--- src/rtl/adc_capture_pkg.sv ---
// Shared types and widths for the ADC-to-USB capture path.
// Used by adc_sample_packer and adc_usb_capture.
package adc_capture_pkg;

  localparam int SAMPLES_PER_WORD  = 4;
  localparam int LANE_WIDTH        = $clog2(SAMPLES_PER_WORD);
  localparam int ADC_SAMPLE_WIDTH  = 8;
  localparam int USB_WORD_WIDTH    = 32;
  localparam int ADC_DECIM_WIDTH   = 16;
  localparam int ADC_OVF_WIDTH     = 16;
  localparam int CAPTURE_LEN_WIDTH = 32;

  typedef enum logic [2:0] {
    IDLE    = 3'd0,
    ARMED   = 3'd1,
    CAPTURE = 3'd2,
    FLUSH   = 3'd3,
    DONE    = 3'd4
  } capture_state_t;

  // Increment that sticks at all-ones instead of wrapping.
  function automatic logic [ADC_OVF_WIDTH-1:0] sat_inc(input logic [ADC_OVF_WIDTH-1:0] value);
    logic [ADC_OVF_WIDTH-1:0] result;
    result = value;
    if (value != {ADC_OVF_WIDTH{1'b1}}) begin
      result = value + 1'b1;
    end
    return result;
  endfunction

endpackage

--- src/rtl/adc_sample_packer.sv ---
// Packs SAMPLES_PER_WORD kept samples into one word, first sample in the low lane.
// The word is presented combinationally in the same cycle as its last sample.
module adc_sample_packer
  import adc_capture_pkg::*;
#(
  parameter int SAMPLE_WIDTH = ADC_SAMPLE_WIDTH,
  parameter int WORD_WIDTH   = USB_WORD_WIDTH
) (
  input  logic                    clk,
  input  logic                    reset,
  input  logic                    clear,
  input  logic                    sample_valid,
  input  logic [SAMPLE_WIDTH-1:0] sample,
  output logic [WORD_WIDTH-1:0]   word,
  output logic                    word_valid,
  output logic [LANE_WIDTH-1:0]   lane
);

  localparam int ACC_WIDTH = WORD_WIDTH - SAMPLE_WIDTH;
  localparam logic [LANE_WIDTH-1:0] LAST_LANE = LANE_WIDTH'(SAMPLES_PER_WORD - 1);

  logic [ACC_WIDTH-1:0] acc;

  // Lower lanes are held in acc; the top lane comes straight from the input.
  always_ff @(posedge clk or posedge reset) begin
    if (reset) begin
      lane <= '0;
      acc  <= '0;
    end else if (clear) begin
      lane <= '0;
      acc  <= '0;
    end else if (sample_valid) begin
      if (lane != LAST_LANE) begin
        acc[int'(lane)*SAMPLE_WIDTH +: SAMPLE_WIDTH] <= sample;
      end
      lane <= lane + 1'b1;
    end
  end

  always_comb begin
    word       = {sample, acc};
    word_valid = sample_valid && (lane == LAST_LANE) && !clear;
  end

endmodule

--- src/rtl/adc_usb_capture.sv ---
// ADC capture path: decimate signed samples, pack 4 per word, push to the USB write FIFO.
// Optional rising-edge trigger on trig_level is built when ADC_CAPTURE_TRIG_EN is defined.
module adc_usb_capture
  import adc_capture_pkg::*;
#(
  parameter int SAMPLE_WIDTH = ADC_SAMPLE_WIDTH,
  parameter int WORD_WIDTH   = USB_WORD_WIDTH,
  parameter int DECIM_WIDTH  = ADC_DECIM_WIDTH,
  parameter int OVF_WIDTH    = ADC_OVF_WIDTH
) (
  input  logic                         clk,
  input  logic                         reset,
  input  logic [SAMPLE_WIDTH-1:0]      adc_data,
  input  logic                         adc_data_valid,
  input  logic                         start,
  input  logic                         stop,
  input  logic [CAPTURE_LEN_WIDTH-1:0] capture_len,
  input  logic [DECIM_WIDTH-1:0]       decim,
  input  logic [SAMPLE_WIDTH-1:0]      trig_level,
  output logic [WORD_WIDTH-1:0]        usb_wr_data,
  output logic                         usb_wr_data_valid,
  input  logic                         usb_wr_full,
  output logic                         busy,
  output logic                         done,
  output logic [CAPTURE_LEN_WIDTH-1:0] word_count,
  output logic [OVF_WIDTH-1:0]         overflow_count
);

  capture_state_t state, state_next;

  logic                         start_ok;
  logic                         arm_ready;
  logic                         trig_fire;
  logic                         decim_step;
  logic                         sample_take;
  logic [DECIM_WIDTH-1:0]       decim_cnt;
  logic [WORD_WIDTH-1:0]        packed_word;
  logic                         word_done;
  logic [LANE_WIDTH-1:0]        pack_lane;
  logic                         skid_full;
  logic [WORD_WIDTH-1:0]        skid_data;
  logic                         drain;
  logic                         drop;
  logic [CAPTURE_LEN_WIDTH-1:0] word_count_inc;
  logic                         len_hit;
  logic                         unused_lane;

  // A start while busy is ignored, and stop in the same cycle beats it.
  assign start_ok = start && !stop && ((state == IDLE) || (state == DONE));

`ifdef ADC_CAPTURE_TRIG_EN
  logic [SAMPLE_WIDTH-1:0] prev_sample;
  logic                    prev_valid;

  assign trig_fire = (state == ARMED) && adc_data_valid && !stop && prev_valid &&
                     ($signed(prev_sample) < $signed(trig_level)) &&
                     ($signed(adc_data) >= $signed(trig_level));
  assign arm_ready = trig_fire;

  // prev_valid stops the first sample after start from counting as a crossing.
  always_ff @(posedge clk or posedge reset) begin
    if (reset) begin
      prev_sample <= '0;
      prev_valid  <= 1'b0;
    end else if (start_ok) begin
      prev_sample <= '0;
      prev_valid  <= 1'b0;
    end else if ((state == ARMED) && adc_data_valid) begin
      prev_sample <= adc_data;
      prev_valid  <= 1'b1;
    end
  end
`else
  logic unused_trig_level;

  assign unused_trig_level = ^trig_level;
  assign trig_fire         = 1'b0;
  assign arm_ready         = 1'b1;
`endif

  // The trigger sample counts as the first decimation step, so it is always kept.
  assign decim_step  = ((state == CAPTURE) && adc_data_valid) || trig_fire;
  assign sample_take = decim_step && (decim_cnt == '0);

  always_ff @(posedge clk or posedge reset) begin
    if (reset) begin
      decim_cnt <= '0;
    end else if (start_ok) begin
      decim_cnt <= '0;
    end else if (decim_step) begin
      if (decim_cnt == '0) begin
        decim_cnt <= decim;
      end else begin
        decim_cnt <= decim_cnt - 1'b1;
      end
    end
  end

  adc_sample_packer #(
    .SAMPLE_WIDTH (SAMPLE_WIDTH),
    .WORD_WIDTH   (WORD_WIDTH)
  ) u_packer (
    .clk          (clk),
    .reset        (reset),
    .clear        (start_ok),
    .sample_valid (sample_take),
    .sample       (adc_data),
    .word         (packed_word),
    .word_valid   (word_done),
    .lane         (pack_lane)
  );

  assign unused_lane = ^pack_lane;

  assign drain = skid_full && !usb_wr_full;
  assign drop  = word_done && skid_full && !drain;

  // One-deep skid: a new word may replace the one leaving this cycle.
  always_ff @(posedge clk or posedge reset) begin
    if (reset) begin
      skid_full <= 1'b0;
      skid_data <= '0;
    end else if (word_done && (!skid_full || drain)) begin
      skid_full <= 1'b1;
      skid_data <= packed_word;
    end else if (drain) begin
      skid_full <= 1'b0;
    end
  end

  assign word_count_inc = word_count + 1'b1;
  assign len_hit        = word_done && (capture_len != '0) && (word_count_inc == capture_len);

  always_ff @(posedge clk or posedge reset) begin
    if (reset) begin
      word_count     <= '0;
      overflow_count <= '0;
    end else if (start_ok) begin
      word_count     <= '0;
      overflow_count <= '0;
    end else begin
      if (word_done) begin
        word_count <= word_count_inc;
      end
      if (drop) begin
        overflow_count <= sat_inc(overflow_count);
      end
    end
  end

  always_ff @(posedge clk or posedge reset) begin
    if (reset) begin
      state <= IDLE;
    end else begin
      state <= state_next;
    end
  end

  always_comb begin
    state_next = state;
    case (state)
      IDLE:    if (start_ok) state_next = ARMED;
      ARMED: begin
        if (stop) begin
          state_next = IDLE;
        end else if (arm_ready) begin
          state_next = CAPTURE;
        end
      end
      CAPTURE: if (stop || len_hit) state_next = FLUSH;
      FLUSH:   if (!skid_full) state_next = DONE;
      DONE:    if (start_ok) state_next = ARMED;
      default: state_next = IDLE;
    endcase
  end

  always_comb begin
    busy = 1'b0;
    done = 1'b0;
    case (state)
      ARMED, CAPTURE, FLUSH: busy = 1'b1;
      DONE:                  done = 1'b1;
      default:               ;
    endcase
  end

  assign usb_wr_data       = skid_data;
  assign usb_wr_data_valid = drain;

endmodule

--- config.mk ---
export PLATFORM = sky130hd
export DESIGN_NAME = adc_usb_capture
export DESIGN_NICKNAME = d
export VERILOG_FILES = /design/src/rtl/adc_capture_pkg.sv /design/src/rtl/adc_sample_packer.sv /design/src/rtl/adc_usb_capture.sv
export SDC_FILE = /design/constraint.sdc
export NUM_CORES = 1
export LEC_CHECK = 0
export ABC_AREA = 1
export CAP_MARGIN = 15
export CORE_MARGIN = 3
export CORE_UTILIZATION = 50
export CTS_CLUSTER_DIAMETER = 50
export DETAILED_ROUTE_END_ITERATION = 8
export GPL_TIMING_DRIVEN = 0
export PLACE_DENSITY = 0.78
export SLEW_MARGIN = 20
export SYNTH_ARGS = -nofsm -noshare
export SYNTH_HDL_FRONTEND = slang
export SYNTH_SLANG_ARGS = --single-unit
--- constraint.sdc ---
create_clock -name clk -period 11.8 [get_ports clk]
set_clock_uncertainty 0.2 [all_clocks]
set_input_delay 1.77 -clock clk [delete_from_list [all_inputs] [get_ports clk]]
set_output_delay 1.77 -clock clk [all_outputs]
set_load 0.05 [all_outputs]
== After elaboration in Yosys (flattened, before gate mapping) ==
Index checks and enable logic that the tools add are counted.
Storage, ports and cells
  word-level logic and storage cells: 84
  bits of input ports: 70
  register bits: 126
  output and inout bits: 83
Operators by class
  equality and inequality tests: 11
  shift operators: 2
  add/sub/neg operators: 5
  muxes and demuxes: 23
  reduce and logical (&&, ||, !) cells: 35
Operators with widths (number)
  two-way mux 16 bit: 6
  two-way mux 24 bit: 3
  two-way mux 32 bit: 2
  negator 5 -> 33 bit: 1
  variable shift 8 x 33 -> 24 bit (first input constant): 1
  indexed part select 8 x 33 -> 24 bit: 1
  adder 32 x 1 -> 32 bit (second input constant): 1
  == test 32 bit: 1
  nonzero test 32 bit: 1
  bitwise mux 24 bit: 1
  adder 16 x 1 -> 16 bit (second input constant): 1
  logical NOT 16 bit: 1
  inequality test 16 bit (second input constant): 1
  subtractor 16 x 1 -> 16 bit (second input constant): 1
  nonzero test 2 bit: 7
  logical AND 1 bit: 12
  one-hot mux 3 bit (4 select lines): 1
  two-way mux 3 bit: 3
  == test 3 x 2 -> 1 bit (second input constant): 2
  two-way mux 2 bit: 3
  logical NOT 1 bit: 5
  two-way mux 1 bit: 4
  inequality test 2 x 1 -> 1 bit (second input constant): 2
  inequality test 2 bit (second input constant): 2
  10 further kinds: 13

== Logic depth before layout (Yosys ltp) ==
  depth in word-level cells: 10
  depth in mapped cells: 20

== Modules after synthesis ==
From an unflattened synthesis, not the netlist that was laid out.
Unflattened totals
  cells, all modules: 1050
  area total of the unflattened synthesis: 7677.4 um2
By module, submodules not included
  adc_usb_capture: instances 1, area each 6304.8 um2, cells each 861
  adc_sample_packer: instances 1, area each 1372.6 um2, cells each 189

== Worst setup path before layout ==
Ideal clock, no wire load.
  kind: input to output
  start: in usb_wr_full
  end: out usb_wr_data_valid
  stages: 1
  data required time: 9.830 ns
  setup slack: 7.406 ns
  buffers on the path: 0
  arrival: 2.424 ns
  path through: nor2_1
On the way
  cells in the longest elaborated chain, start to end: 2
Ends and longest elaborated chain
  start, declared: RTL line adc_usb_capture.sv:22  | input logic usb_wr_full,
  logical NOT 1 bit: RTL line adc_usb_capture.sv:115  | assign drain = skid_full && !usb_wr_full;
  logical AND 1 bit: RTL line adc_usb_capture.sv:115
  end, declared: RTL line adc_usb_capture.sv:21  | output logic usb_wr_data_valid,
Every way passes these cells.

== Worst setup path in the final report ==
Ends and elaborated chain as after synthesis.

==> impl_results.md <==
* Data arrival, critical path at 3130 ps
* FF-to-FF setup slack at 9060 ps
* Max-cap viol count at 0
* Initial Util at about half
* FMAX at about 200 MHz
* Grt total ovfl at 0
* Via density at 5.439
* Mapped Cells at 1,049
* Post CTS Setup Buffer Count at 0
* Mapped Nets at ~1.1k
* Rows at 44
* Syn-to-layout area delta at 29.91%
* Count of different cell masters after synthesis at 44
* Predominant post-synthesis flop cell: dfrtp_1
* Number of detailed-route iterations in the first pass at 6
* Number of nets in the layout at 1,291
* Dpl ws at 6683 ps
* Htree depth at 4
* Die Footprint at 16,840 um2
* First-pass GRT wire length at 34,900 um
* Die height at 129.8 um
* CTS buffer count at 17
* Critical R2R Launch: word_count[0]$_DFFE_PP0P_
* Post-synth EDFFs at 0
* Hold worst-path end: usb_wr_data[19]$_DFFE_PP0P_
* RSZ-0062 raised after global routing: no
* Iteration-0 DRC Markers at 727
* IO Port Bufs at 144
* Antenna-violating nets left at 0
* Total routed wirelength at 21,510 um
* Yosys warning count at 0
* Yosys reg bits at 126
* Slew @ Worst Pin at 810.8 ps
* Clk root buf: clkbuf_16
* Finish-stage setup viols at 0
* GRT busiest layer: met2
* Reg clk slew, reported paths at approximately 60 ps
* Num ports at 153
* Syn Area/Cell at around 7.3 um2
* Layout cell share with drive strength beyond 1 at 7.837%
* Hold path startpoint: usb_wr_data[19]$_DFFE_PP0P_
* Setup TNS at 0 ps
* WHS Path Cells at 2
* DR WL/cell at 15.26 um
* Hold WC Path Type: flop to flop
* CTS sink count at 126
* Met3 Use GR at about 4.2%
* Slew margin rel. at 45.50%
* Asr flop ratio synth at 100.0%
* Die X-Extent at around 130 um
* Gr usage total at between 20 and 30%
* CTS tree: yes
* Critical Path Start Type: input port
* Crit share post-route at roughly 43%
* Hold-fix buffers, CTS at 0
* Met1 Usage GRT at 34.68%
* Mapped cell area at 7660 um2
* Reg2reg end: state[2]$_DFFE_PP0P_
* Largest net degree at the start of global routing at 87
* Reg2Reg Depth at 15
* Critical Path RT at 9830 ps
* Hold slack at 284.6 ps
* CTS max path bufs at 2
* Top fanout value on the critical path at 2
* CP endpoint kind: output port
* Outcome: complete, no violations
* Initial antenna violation count at 0
* Inserted Diodes at 0
* Cell Pwr Density at 231.2 nW/um2
* Maximum VDD drop at 0.1721 mV
* CP Class: input port to output port
* Via count at 7,663
* Final Worst Setup Slack at 6696 ps
* Clk_lat worst skew at 420 ps
* Final hold violations at 0
* Final Slew Violations at 0
* GRT met2 Usage at 42.92%
* Resize count post-CTS at 0
* Leakage at 4.549 nW
* Remaining DRCs at 0
* Core box area at 14,750 um2
* Gpl congestion at about 0.96
* Seq/Total Area, Yosys at 41.16%
* Crit path time final at about 5100 ps
* Vias in the first global route at 7,250
* DP HPWL at 15,850 um
==> Yosys cell counts (4+ instances only) <==
cell | number | area share [%]
nand2_1 | 271 | 13
inv_1 | 145 | 7.1
dfrtp_1 | 126 | 41
nand3_1 | 111 | 7.3
nor2_1 | 109 | 5.3
o21ai_0 | 91 | 5.9
o22ai_1 | 26 | 2.1
nand3b_1 | 16 | 1.6
a21oi_1 | 15 | 0.98
clkbuf_1 | 15 | 0.74
nor2_4 | 10 | 1.5
nand2_2 | 9 | 0.74
xor2_1 | 9 | 1.0
ha_1 | 8 | 1.3
mux2_2 | 8 | 1.2
nand4_1 | 8 | 0.65
nor2_2 | 5 | 0.41
o21a_1 | 5 | 0.49
o21ai_1 | 5 | 0.33
a31oi_1 | 4 | 0.33
nor3_1 | 4 | 0.26
nor4_1 | 4 | 0.33
nor4_2 | 4 | 0.65
o211ai_1 | 4 | 0.39
==> area by class of cell <==
class                           count  area [um2]
Clock buffer                       17       425.4
Inverter                          147       559.3
Clock inverter                     14       158.9
Multi-Input combinational cell    754        3850
Timing Repair Buffer              145        1469
Tap cell                          184       230.2
Buffer                             22       105.1
Fill cell                        1249        4803
Sequential cell                   126        3153
==> power by group <==
| part | internal, W | leakage [nW] | switching (W) | total, W |
|---|---|---|---|---|
| Clock | 0.000314 | 0.275 | 0.000212 | 0.000525 |
| Sequential | 0.000573 | 1.70 | 0.000132 | 0.000705 |
| Combinational | 0.000357 | 2.57 | 0.000714 | 0.00107 |
==> per-stage QoR <==
step	cell area [um2]	util (%)	std cells	total power [W]
after CTS	9951	67.44	1409	0.002300
after detailed placement	9366	63.48	1378	0.001768
after global routing	9951	67.44	1409	0.002444
after floorplan	7660	-	1049	0.001438
after global placement	9331	63.25	1377	0.001744
final	9951	67.44	1409	0.002301
==> flip-flops by register name, summed over array words and instances (netlist names) <==
signal / flops
usb_wr_data: 32
word_count: 32
u_packer.acc: 24
decim_cnt: 16
overflow_count: 16
state: 3
u_packer.lane: 2
skid_full: 1
==> how the worst max path moves through the flow <==
stage                 from                        to  slack, ps  cells after the start
6_report       usb_wr_full         usb_wr_data_valid       6700                      3
5_1_grt        usb_wr_full         usb_wr_data_valid       6620                      3
4_1_cts        usb_wr_full         usb_wr_data_valid       6680                      3
3_5_place_dp   usb_wr_full         usb_wr_data_valid       6680                      3
3_3_place_gp         reset  decim_cnt[0]$_DFFE_PP0P_       4550                      2
2_1_floorplan        reset  decim_cnt[0]$_DFFE_PP0P_       6470                      1
==> placed cells by master (no fill, tap or decap), drive strengths merged, types with 9 or more instances in the layout <==
master         instances
a21oi                 18
nand3                113
nor2                 126
dfrtp                126
xor2                   9
clkdlybuf4s50        144
o21ai                 96
nand3b                17
inv                  152
nand2                283
o22ai                 26
clkbuf                32
==> metal layers <==
layer  vias up  wire length [um]
li1       3748                 -
met4         0               561
met3        45              1389
met1      3563              9319
met5         -                 0
met2       307             10240
==> critical path, cell delays in order <==
cell and delay, ps:
clkdlybuf4s50_1 450, nor2_1 110, clkdlybuf4s50_1 800
==> logic make-up after synthesis <==
group                    count (synthesis)  synth area share, %
flip-flops                             126                41.16
AND/OR/NAND/NOR                        564                34.16
AO/OA/AOI/OAI                          161                11.96
XOR/XNOR                                13                1.666
buffers and inverters                  169                8.575
multiplexers                             8                1.176
adder cells (fa/ha/maj)                  8                1.307
Power figures use the tool's default switching activity.
